File: config.mk
export PLATFORM = sky130hd
export DESIGN_NAME = uart_tx_drain
export DESIGN_NICKNAME = d
export VERILOG_FILES = /design/src/rtl/uart_tx_drain.sv
export SDC_FILE = /design/constraint.sdc
export NUM_CORES = 1
export LEC_CHECK = 0
export ABC_AREA = 1
export CAP_MARGIN = 20
export CORE_AREA = 10 10 59 73
export DETAILED_ROUTE_END_ITERATION = 6
export DIE_AREA = 0 0 69 83
export PLACE_DENSITY = 0.74
export SLEW_MARGIN = 20
export SYNTH_ARGS = -nofsm -noshare
export SYNTH_HDL_FRONTEND = slang
export SYNTH_SLANG_ARGS = --single-unit
File: constraint.sdc
create_clock -name clk -period 1.55 [get_ports clk]
set_input_delay 0.31 -clock clk [delete_from_list [all_inputs] [get_ports clk]]
set_output_delay 0.31 -clock clk [all_outputs]
set_load 0.005 [all_outputs]
File: src/rtl/uart_tx_drain.sv
// -----------------------------------------------------------------------------
// uart_tx_drain
//
// Drains a byte FIFO onto a UART serial line using 8N1 framing: one start
// bit (low), eight data bits sent LSB first, one stop bit (high). Each bit
// is held for CLK_PER_BIT clock cycles.
//
// The FIFO is assumed to have a registered (BRAM-style) read port: the head
// byte on fifo_read_data is only trustworthy one full cycle after
// fifo_read_ready rises or after the previous pop. A one-cycle WAIT state
// gives it that settling time before FETCH samples it and pops.
//
// Per byte the sequence is
//   IDLE -> WAIT -> FETCH -> START -> DATA x8 -> STOP -> IDLE
// which makes a frame exactly 10*CLK_PER_BIT cycles long, with three extra
// high cycles (IDLE, WAIT, FETCH) between back-to-back frames.
//
// Parameters
//   CLK_PER_BIT     clk cycles per UART bit, legal range 2..65535
//                   (default 868 = 100 MHz / 115200 baud)
//   DATA_BITWIDTH   byte width read from the FIFO; 8 for 8N1 framing
//
// Ports
//   clk               single clock, all state changes on its rising edge
//   reset_n           asynchronous active-low reset
//   fifo_read_ready   FIFO non-empty flag
//   fifo_read_data    FIFO head byte (registered read port)
//   fifo_read_enable  one-cycle pop strobe, high only during FETCH
//   txd               UART serial output, idle high
//   busy              high whenever a byte is being fetched or serialized
// -----------------------------------------------------------------------------
module uart_tx_drain #(
    parameter int CLK_PER_BIT   = 868,
    parameter int DATA_BITWIDTH = 8
) (
    input  logic                     clk,
    input  logic                     reset_n,
    input  logic                     fifo_read_ready,
    input  logic [DATA_BITWIDTH-1:0] fifo_read_data,
    output logic                     fifo_read_enable,
    output logic                     txd,
    output logic                     busy
);

    // Baud counter just wide enough for 0..CLK_PER_BIT-1; it is cleared on
    // every bit boundary so it can never wrap in the middle of a bit.
    localparam int CNT_W = $clog2(CLK_PER_BIT);
    localparam int IDX_W = $clog2(DATA_BITWIDTH);

    localparam logic [CNT_W-1:0] CNT_LAST = CNT_W'(CLK_PER_BIT - 1);
    localparam logic [IDX_W-1:0] IDX_LAST = IDX_W'(DATA_BITWIDTH - 1);

    typedef enum logic [2:0] {
        IDLE,
        WAIT,
        FETCH,
        START,
        DATA,
        STOP
    } state_e;

    // -------------------------------------------------------------------------
    // State and output registers
    // -------------------------------------------------------------------------
    state_e                   state_q, state_d;
    logic [CNT_W-1:0]         baud_q, baud_d;
    logic [IDX_W-1:0]         idx_q, idx_d;
    logic [DATA_BITWIDTH-1:0] shift_q, shift_d;

    logic txd_q, txd_d;
    logic rd_en_q, rd_en_d;
    logic busy_q, busy_d;

    logic bit_done;

    // Last cycle of the current START, DATA or STOP bit.
    assign bit_done = (baud_q == CNT_LAST);

    // -------------------------------------------------------------------------
    // Next-state logic
    // -------------------------------------------------------------------------
    always_comb begin
        // NOTE: every _d starts from its held value so no path through the
        // case statement can leave a signal unassigned and infer a latch.
        state_d = state_q;
        baud_d  = baud_q;
        idx_d   = idx_q;
        shift_d = shift_q;

        unique case (state_q)
            IDLE: begin
                if (fifo_read_ready) begin
                    state_d = WAIT;
                end
            end

            // Gives the registered FIFO read port one full cycle to present
            // the head byte before it is sampled.
            WAIT: begin
                state_d = FETCH;
            end

            // The only cycle in which fifo_read_data is looked at.
            FETCH: begin
                shift_d = fifo_read_data;
                baud_d  = '0;
                idx_d   = '0;
                state_d = START;
            end

            START: begin
                if (bit_done) begin
                    baud_d  = '0;
                    state_d = DATA;
                end else begin
                    baud_d = baud_q + CNT_W'(1);
                end
            end

            // Bit 0 of the shift register is always the bit on the line;
            // shifting right at each boundary exposes the next one (LSB first).
            DATA: begin
                if (bit_done) begin
                    baud_d  = '0;
                    shift_d = shift_q >> 1;
                    if (idx_q == IDX_LAST) begin
                        state_d = STOP;
                    end else begin
                        idx_d = idx_q + IDX_W'(1);
                    end
                end else begin
                    baud_d = baud_q + CNT_W'(1);
                end
            end

            STOP: begin
                if (bit_done) begin
                    baud_d  = '0;
                    state_d = IDLE;
                end else begin
                    baud_d = baud_q + CNT_W'(1);
                end
            end

            default: begin
                state_d = IDLE;
            end
        endcase
    end

    // Outputs are decoded from the next state so that, once registered, they
    // line up exactly with the state they belong to.
    always_comb begin
        txd_d = 1'b1;
        case (state_d)
            START:   txd_d = 1'b0;
            DATA:    txd_d = shift_d[0];
            default: txd_d = 1'b1;
        endcase
    end

    assign rd_en_d = (state_d == FETCH);
    assign busy_d  = (state_d != IDLE);

    // -------------------------------------------------------------------------
    // Registers
    // -------------------------------------------------------------------------
    always_ff @(posedge clk or negedge reset_n) begin
        // NOTE: the shift register and counters are reset along with the
        // state so an aborted frame leaves nothing behind for the next byte.
        if (!reset_n) begin
            state_q <= IDLE;
            baud_q  <= '0;
            idx_q   <= '0;
            shift_q <= '0;
            txd_q   <= 1'b1;
            rd_en_q <= 1'b0;
            busy_q  <= 1'b0;
        end else begin
            // NOTE: non-blocking assignments so every register samples the
            // values from before this edge, independent of statement order.
            state_q <= state_d;
            baud_q  <= baud_d;
            idx_q   <= idx_d;
            shift_q <= shift_d;
            txd_q   <= txd_d;
            rd_en_q <= rd_en_d;
            busy_q  <= busy_d;
        end
    end

    assign txd              = txd_q;
    assign fifo_read_enable = rd_en_q;
    assign busy             = busy_q;

    // -------------------------------------------------------------------------
    // Protocol properties
    // -------------------------------------------------------------------------
    // The pop strobe is a single-cycle pulse.
    a_single_pop: assert property (
        @(posedge clk) disable iff (!reset_n)
        fifo_read_enable |=> !fifo_read_enable
    );

    // A pop only happens while a byte is being handled.
    a_pop_when_busy: assert property (
        @(posedge clk) disable iff (!reset_n)
        fifo_read_enable |-> busy
    );

    // The line is idle high whenever nothing is in progress.
    a_idle_high: assert property (
        @(posedge clk) disable iff (!reset_n)
        !busy |-> txd
    );

endmodule

# Word-level counts from Yosys, hierarchy flattened
# Index checks and enable logic that the tools add are counted.
# totals
input_bits	11
regBits	27
out_inout_bits	3
word_cells	43
# classes
n_mux	14
n_eq_ne	12
reduce_logical	7
addsub	2
# op_table
operator	n
two-way mux 3 bit	7
one-hot mux 10 bit (2 select lines)	1
one-hot mux 3 bit (6 select lines)	1
one-hot mux 8 bit (2 select lines)	1
== test 3 x 2 -> 1 bit, second input constant	4
== test 3 bit, second input constant	4
adder 10 x 1 -> 10 bit, second input constant	1
== test 10 bit, second input constant	1
two-way mux 10 bit	1
two-way mux 8 bit	1
one-hot mux 3 bit (2 select lines)	1
inequality test 2 bit, second input constant	2
nonzero test 2 bit	2
adder 3 x 1 -> 3 bit, second input constant	1
== test 3 x 1 -> 1 bit, second input constant	1
logical NOT 3 bit	1
AND reduction 3 bit	1
nonzero test 3 bit	1
OR reduction 3 bit	1
one-hot mux 1 bit (2 select lines)	1
AND reduction 2 bit	1

# Logic depth before layout (Yosys ltp)
# Gate-level depths: netlist (run 1).
# logic_depth
depth_word	6
mapped_depth	10
mapped_depth_nobuf	10

# Worst setup path after synthesis (run 1)
# Ideal clock, no wire load.
# synth_path
kind	register to register
from	register baud_q[0]
to	register busy_q (netlist: busy)
n_path_buf	0
stages_incl_launch_ff	9
setup_ps	132
t_arrival_ps	1293
setup_slack_ps	125
t_required_ps	1418
period_less_slack_ps	1425
path_cell_list	dfrtp_1 > ha_1 > nand2_2 > nor2_4 > nand3_4 > nand2_4 > nand3_4 > nor2_4 > nand4_1
# synth_via
elab_chain_len	4
word_cells_on_any_way	6
cone_classes	eq/ne: 1; mux: 4; reduce/logical: 1
# synth_rtl
element	line	rtl
start, declared	66	logic [CNT_W-1:0] baud_q, baud_d;
start signal, assigned	183	baud_q <= baud_d;
== test 10 bit (*)	77	assign bit_done = (baud_q == CNT_LAST);
two-way mux 3 bit (on tied branches)	137, 112, 123	
one-hot mux 3 bit (6 select lines) (*)	90	unique case (state_q)
via state_d[0]	65	state_e state_q, state_d;
nonzero test 3 bit (*)	163	assign busy_d = (state_d != IDLE);
via busy_d	72	logic busy_q, busy_d;
end signal, assigned	188	busy_q <= busy_d;
end, declared	72	
# Mark *: on every way through the listed nets, which the timed path passes. The rest lies on a longest branch.
# A chain may end at the register's enable or synchronous reset.

# Worst setup path in the final report (run 1)
# layout_path
from	register baud_q[1]
to	register busy_q (netlist: busy)
# Same word-level chain as after synthesis.

==> summary.md, run 1 <==
| Metric | Value |
|---|---|
| Drt initial violations | 87 |
| Power per cell area | 592 mW/mm2 |
| Synth Register Bits | 27 |
| Fin cells | 239 |
| Post-Place Cells | 232 |
| Mean Syn Cell Area | 8.45 um2 |
| Initial antenna violation count | 0 |
| CP max FO | 4 |
| Total grt overflow | 0 |
| Wirelength per Cell | 14.7 um |
| Max_cap viols | 0 |
| Final period utilization | 0.992 |
| DRC | 0 |
| Total global-route track usage | 0.117 |
| Synthesized area | 0.00155 mm2 |
| Yosys warnings | 0 |
| Total Die Area | 0.00573 mm2 |
| Status | complete, no violations |
| Min Tclk post-route | 1540 ps |
| Post-synth top cells | nand2_1, dfrtp_1, inv_1, nand3_1, nor2_1 |
| Worst VDD drop | 0.000549 V |
| Largest net degree at the start of global routing | 28 |
| Die width | 69 um |
| Initial Util | 0.530 |
| Count leader, synth | nand2_1 |
| Final Setup Violations | 0 |
| Gp weighted congestion | 0.886 |
| CTS Buffer Depth | 2 |
| CTS Root Buffer Type | clkbuf_4 |
| Synth unique cells | 33 |
| Critical path type | flip-flop to flip-flop |
| First-pass GRT wire length | 5820 um |
| Max_slew headroom | 0.757 |
| Async SR Flop Fraction | 1.00 |
| Cts hold-fix bufs | 0 |
| CP arrival | 1740 ps |
| N_diodes | 0 |
| Row cnt | 22 |
| WP data required | 1750 ps |
| Clock latency on the worst-skew pair | 330 ps |
| H-tree Lvls | 1 |
| TritonCTS clock tree | yes |
| Area leader, netlist | dfrtp_1 |
| CP startpoint kind | flip-flop |
| Util after Layout | 0.623 |
| Area taken by multi-input logic gates | 797 um2 |
| FF-to-FF Start | baud_q[1]$_DFFE_PN0P_ |
| Synth Flop Type | dfrtp_1 |
| IO buf count | 13 |
| Post-DP HPWL | 2590 um |
| Final Max Slew Viols | 0 |
| Share of cells above drive strength 1 | 0.217 |
| Post-synth EDFFs | 0 |
| Clock-pin transition on the worst setup and hold timing paths | 140 ps |
| Total CTS buffers | 3 |
| Core Area | 0.00292 mm2 |
| Die Ht | 83 um |
| Seq/Total Area, Yosys | 0.438 |
| Min-Delay Path Class | primary input to asynchronous set/reset pin |
| Final Hold Viols | 0 |
| Post-DR vias/cell | 5.64 |
| Final nets | 218 |
| Register Area | 678 um2 |
| Routed Antenna Nets | 0 |
| Top-area cell type share of the netlist area | 0.421 |
| Routed vias | 1348 |
| Filler cell count in the final layout | 257 |
| Post-synthesis cell count | 183 |
| RSZ-0062 raised after global routing | yes |
| Area contributors post-synth | dfrtp_1, nand2_1, inv_1, nand3_1, a32oi_1 |
| Vias in the first global route | 1284 |
| Area Growth Syn to Fin | 17.6% |
| Clock net sink count | 27 |
| Leak | 0.887 nW |
| Fmax | 651 MHz |
| Slew of the pin with the lowest slew margin | 364 ps |
| Syn Nets | 197 |
| DR pass1 iterations | 4 |
| Routed Wire Length | 3520 um |
| Io pins | 14 |
| Worst setup startpoint | baud_q[1]$_DFFE_PN0P_ |
| Worst Setup End Kind | flip-flop |
| Clk_skew | 9.13 ps |
metrics by stage:
| stage | instance area [um2] | worst slack, ps | hold WS (ps) | setup TNS [ps] | total power, W |
|---|---|---|---|---|---|
| 6_report | 1820 | 12.9 | 321 | 0 | 0.00108 |
| 5_1_grt | 1820 | -80.3 | 346 | -151 | 0.00112 |
| 4_1_cts | 1750 | 5.73 | 344 | 0 | 0.00107 |
| 3_5_place_dp | 1720 | 14.4 | 471 | 0 | 0.000787 |
| 3_3_place_gp | 1720 | 63.2 | 468 | 0 | 0.000785 |
| 2_1_floorplan | 1550 | 125 | 14.4 | 0 | 0.000741 |
timing repair:
action | in CTS | in global routing
buffers inserted | 0 | 3
pin swaps | 0 | 4
setup endpoints to repair | 3 | 16
gates resized for setup | 2 | 13
cloned | 0 | 0
endpoints found under the hold margin | 0 | 0
per-layer routing:
layer	part of all wire	GRT usage	wire (um)	up-vias
li1	-	-	-	647
met1	0.40	0.133	1420	645
met2	0.53	0.197	1860	48
met3	0.046	0.0238	161	8
met4	0.021	0.0676	74	0
met5	0	0	0	-
logic make-up after synthesis:
group                    synth area share
buffers and inverters              0.0769
AND/OR/NAND/NOR                     0.326
AO/OA/AOI/OAI                       0.112
XOR/XNOR                           0.0227
adder cells (fa/ha/maj)            0.0243
flip-flops                          0.438
placed cells by master (no fill, tap or decap), drive strengths merged, types with 2 or more instances in the layout:
cell and n:
buf 6, inv 26, nand3 18, a32oi 5
nor2 15, o211ai 2, o21ai 13, a21oi 2
nand2 47, nand4 5, o22ai 3, nor3 6
clkdlybuf4s50 12, xor2 3, dfrtp 26, clkbuf 4
ha 3
power by group:
part	switching [W]	total [W]	internal, W
logic	0.0000236	0.0000521	0.0000285
registers	0.00000530	0.000720	0.000715
clock network	0.000203	0.000304	0.000101
total	0.000232	0.00108	0.000844
critical path, cell delays in order (launching register included):
cell and delay, ps:
dfrtp_1 440, ha_4 180, nand2_2 70, nor2_4 140, nand4_1 200, nand2_1 140
nor2_2 60, nor2_4 90, nand4_1 110
sequential cells by signal, summed over array words and instances, names as in the netlist:
| signal | count |
|---|---|
| baud_q | 10 |
| shift_q | 8 |
| idx_q | 3 |
| state_q | 3 |
| busy | 1 |
| fifo_read_enable | 1 |
| txd | 1 |
area by class of cell:
class,instances,share of cell area
Clock buffer,4,0.0145
Inverter,26,0.0537
Multi-Input combinational cell,127,0.438
Sequential cell,27,0.373
Tap cell,36,0.0248
Timing Repair Buffer,19,0.0957
worst paths after layout:
path | endpoint | slack (ps) | cells past startpoint
min reg2reg | shift_q[2]$_DFFE_PN0P_ | 510 | 2
min | shift_q[7]$_DFFE_PN0P_ | 320 | 2
min in group clk | shift_q[2]$_DFFE_PN0P_ | 510 | 2
max reg2reg | busy$_DFF_PN0_ | 10 | 8
max in group asynchronous | txd$_DFF_PN1_ | 920 | 2
max | busy$_DFF_PN0_ | 10 | 8
Power figures use the tool's default switching activity.
==> run 2: changes to the inputs <==
Settings changed: CTS_CLUSTER_SIZE set to 30, GPL_TIMING_DRIVEN set to 0.
==> run 2 against run 1 <==
Net effect: non-clock buffer count rose by 2; sequential power about the same; design area increased by 1.5%; sequential share of layout area down 0.42 points; maximum frequency increased by 4.0%; wire length down 1.7%; critical path depth down 7; via count fell by 2.6%; combinational power decreased by 3.8%; sequential cell count did not move; register-to-register slack improved by 110 ps; clock skew down 4.6 ps; critical endpoint is now fifo_read_enable.
==> summary.md, run 2 (same netlist as run 1, synthesis figures left out) <==
| Metric | Value |
|---|---|
| Status | complete, no violations |
| Cell Area, Placed | 0.00172 mm2 |
| Area Growth Syn to Fin | 19.3% |
| Die Ht | 83 um |
| Critical path type | flip-flop to output port |
| Max_slew headroom | 0.597 |
| Final Max Slew Viols | 0 |
| First-pass GRT wire length | 5910 um |
| Total grt overflow | 0 |
| RSZ-0062 raised after global routing | no |
| CP max FO | 1 |
| Clock net sink count | 27 |
| TritonCTS clock tree | yes |
| Final period utilization | 0.953 |
| Core Area | 0.00292 mm2 |
| Post-DP HPWL | 2600 um |
| Setup TNS | 0 ps |
| Share of cells above drive strength 1 | 0.234 |
| Post-Place Cells | 232 |
| Final instance area | 0.00185 mm2 |
| Max reg flops | 10 |
| Routed Wire Length | 3460 um |
| IO buf count | 13 |
| Crit path max-delay family | buffers and inverters |
| CP arrival | 1170 ps |
| DRC | 0 |
| Routed Antenna Nets | 0 |
| Util after Layout | 0.633 |
| DR pass1 iterations | 4 |
| Die width | 69 um |
| Largest net degree at the start of global routing | 28 |
| N_diodes | 0 |
| Clk_skew | 4.53 ps |
| Top flop regs | baud_q: 10 flops, shift_q: 8 flops |
| Total CTS buffers | 3 |
| Wirelength per Cell | 14.4 um |
| Post-DR vias/cell | 5.45 |
| Fmax | 677 MHz |
| Clock-pin transition on the worst setup and hold timing paths | 150 ps |
| CTS Buffer Depth | 2 |
| Clock latency on the worst-skew pair | 330 ps |
| Gp weighted congestion | 0.868 |
| Min Tclk post-route | 1480 ps |
| Row cnt | 22 |
| Total Die Area | 0.00573 mm2 |
| CTS Root Buffer Type | clkbuf_4 |
| Total global-route track usage | 0.117 |
| Final Setup Violations | 0 |
| CP startpoint kind | flip-flop |
| Drt initial violations | 73 |
| Fin cells | 241 |
| Worst Setup End Kind | output port |
| Slew of the pin with the lowest slew margin | 604 ps |
| Final Hold Viols | 0 |
| Initial Util | 0.530 |
| H-tree Lvls | 1 |
| Power per cell area | 585 mW/mm2 |
| Min-Delay Path Class | primary input to asynchronous set/reset pin |
| Worst stage delay on the critical path | 490 ps |
| Crit path max-delay cell type | clkdlybuf4s50_1 |
| Io pins | 14 |
| Largest Register | baud_q |
| WP data required | 1240 ps |
| Max_cap viols | 0 |
| Pre-CTS setup slack | -143 ps |
| Routed vias | 1313 |
| Setup WS post-layout | 72.4 ps |
| Most frequent cells in the layout | nand2_1, dfrtp_1, inv_1 |
| Commonest non-fill, non-tap cell in the layout | nand2_1 |
| Vias in the first global route | 1376 |
| Filler cell count in the final layout | 257 |
| Buf/Inv on CP | 1 |
| Worst VDD drop | 0.000397 V |
| Leak | 0.913 nW |
| Critical path cell sequence | clkdlybuf4s50_1 |
| Final nets | 220 |
| Initial antenna violation count | 0 |
## run 2: cell count changes in the layout (fill, tap and decap cells not counted), sizes merged
cell | previous run | this run
clkinv | 0 | 1
clkdlybuf4s50 | 12 | 11
dlygate4sd3 | 0 | 1
buf | 6 | 8
clkbuf | 4 | 3
## run 2: layout make-up
class,instances,area [um2],area share
Clock buffer,3,22.5,0.0122
Sequential cell,27,681,0.369
Buffer,3,21.3,0.0115
Tap cell,36,45.0,0.0244
Multi-Input combinational cell,127,797,0.432
Clock inverter,1,5.00,0.00271
Inverter,26,97.6,0.0529
Timing Repair Buffer,18,176,0.0956
## run 2: per-stage QoR
step / hold WS [ps] / power, W
floorplan: 14.4 / 0.000741
global placement: 465 / 0.000782
detailed placement: 347 / 0.000783
CTS: 507 / 0.00109
global route: 532 / 0.00113
finish: 508 / 0.00108
## run 2: metal layers
metal	vias up	wire length [um]	GRT usage
li1	653	-	-
met1	617	1450	0.134
met2	32	1800	0.190
met3	11	109	0.0190
met4	0	99	0.0823
met5	-	0	0
## run 2: power breakdown
group	switching (W)	internal [W]	total (W)
clock	0.000211	0.0000969	0.000308
sequential	0.00000574	0.000715	0.000721
combinational	0.0000230	0.0000271	0.0000501
total	0.000240	0.000839	0.00108
## run 2: worst paths after layout
check,depth (start not counted),endpoint,slack (ps),startpoint
worst max-delay path,1,fifo_read_enable,70,fifo_read_enable$_DFF_PN0_
worst min register to register,2,shift_q[2]$_DFFE_PN0P_,510,shift_q[2]$_DFFE_PN0P_
worst min-delay path,2,shift_q[0]$_DFF_PN0_,510,reset_n
max in group asynchronous,2,baud_q[0]$_DFFE_PN0P_,620,reset_n
worst max register to register,8,busy$_DFF_PN0_,120,idx_q[0]$_DFFE_PN0P_
min in group clk,2,shift_q[2]$_DFFE_PN0P_,510,shift_q[2]$_DFFE_PN0P_
## run 2: what timing repair did
item                                   in CTS  in global routing
endpoints found under the hold margin      26                  0
hold buffers                                1                  0
setup endpoints to repair                  21                 15
pin swaps                                   0                  2
gates resized for setup                     3                 13
gates cloned                                0                  0
setup buffers                               1                  3
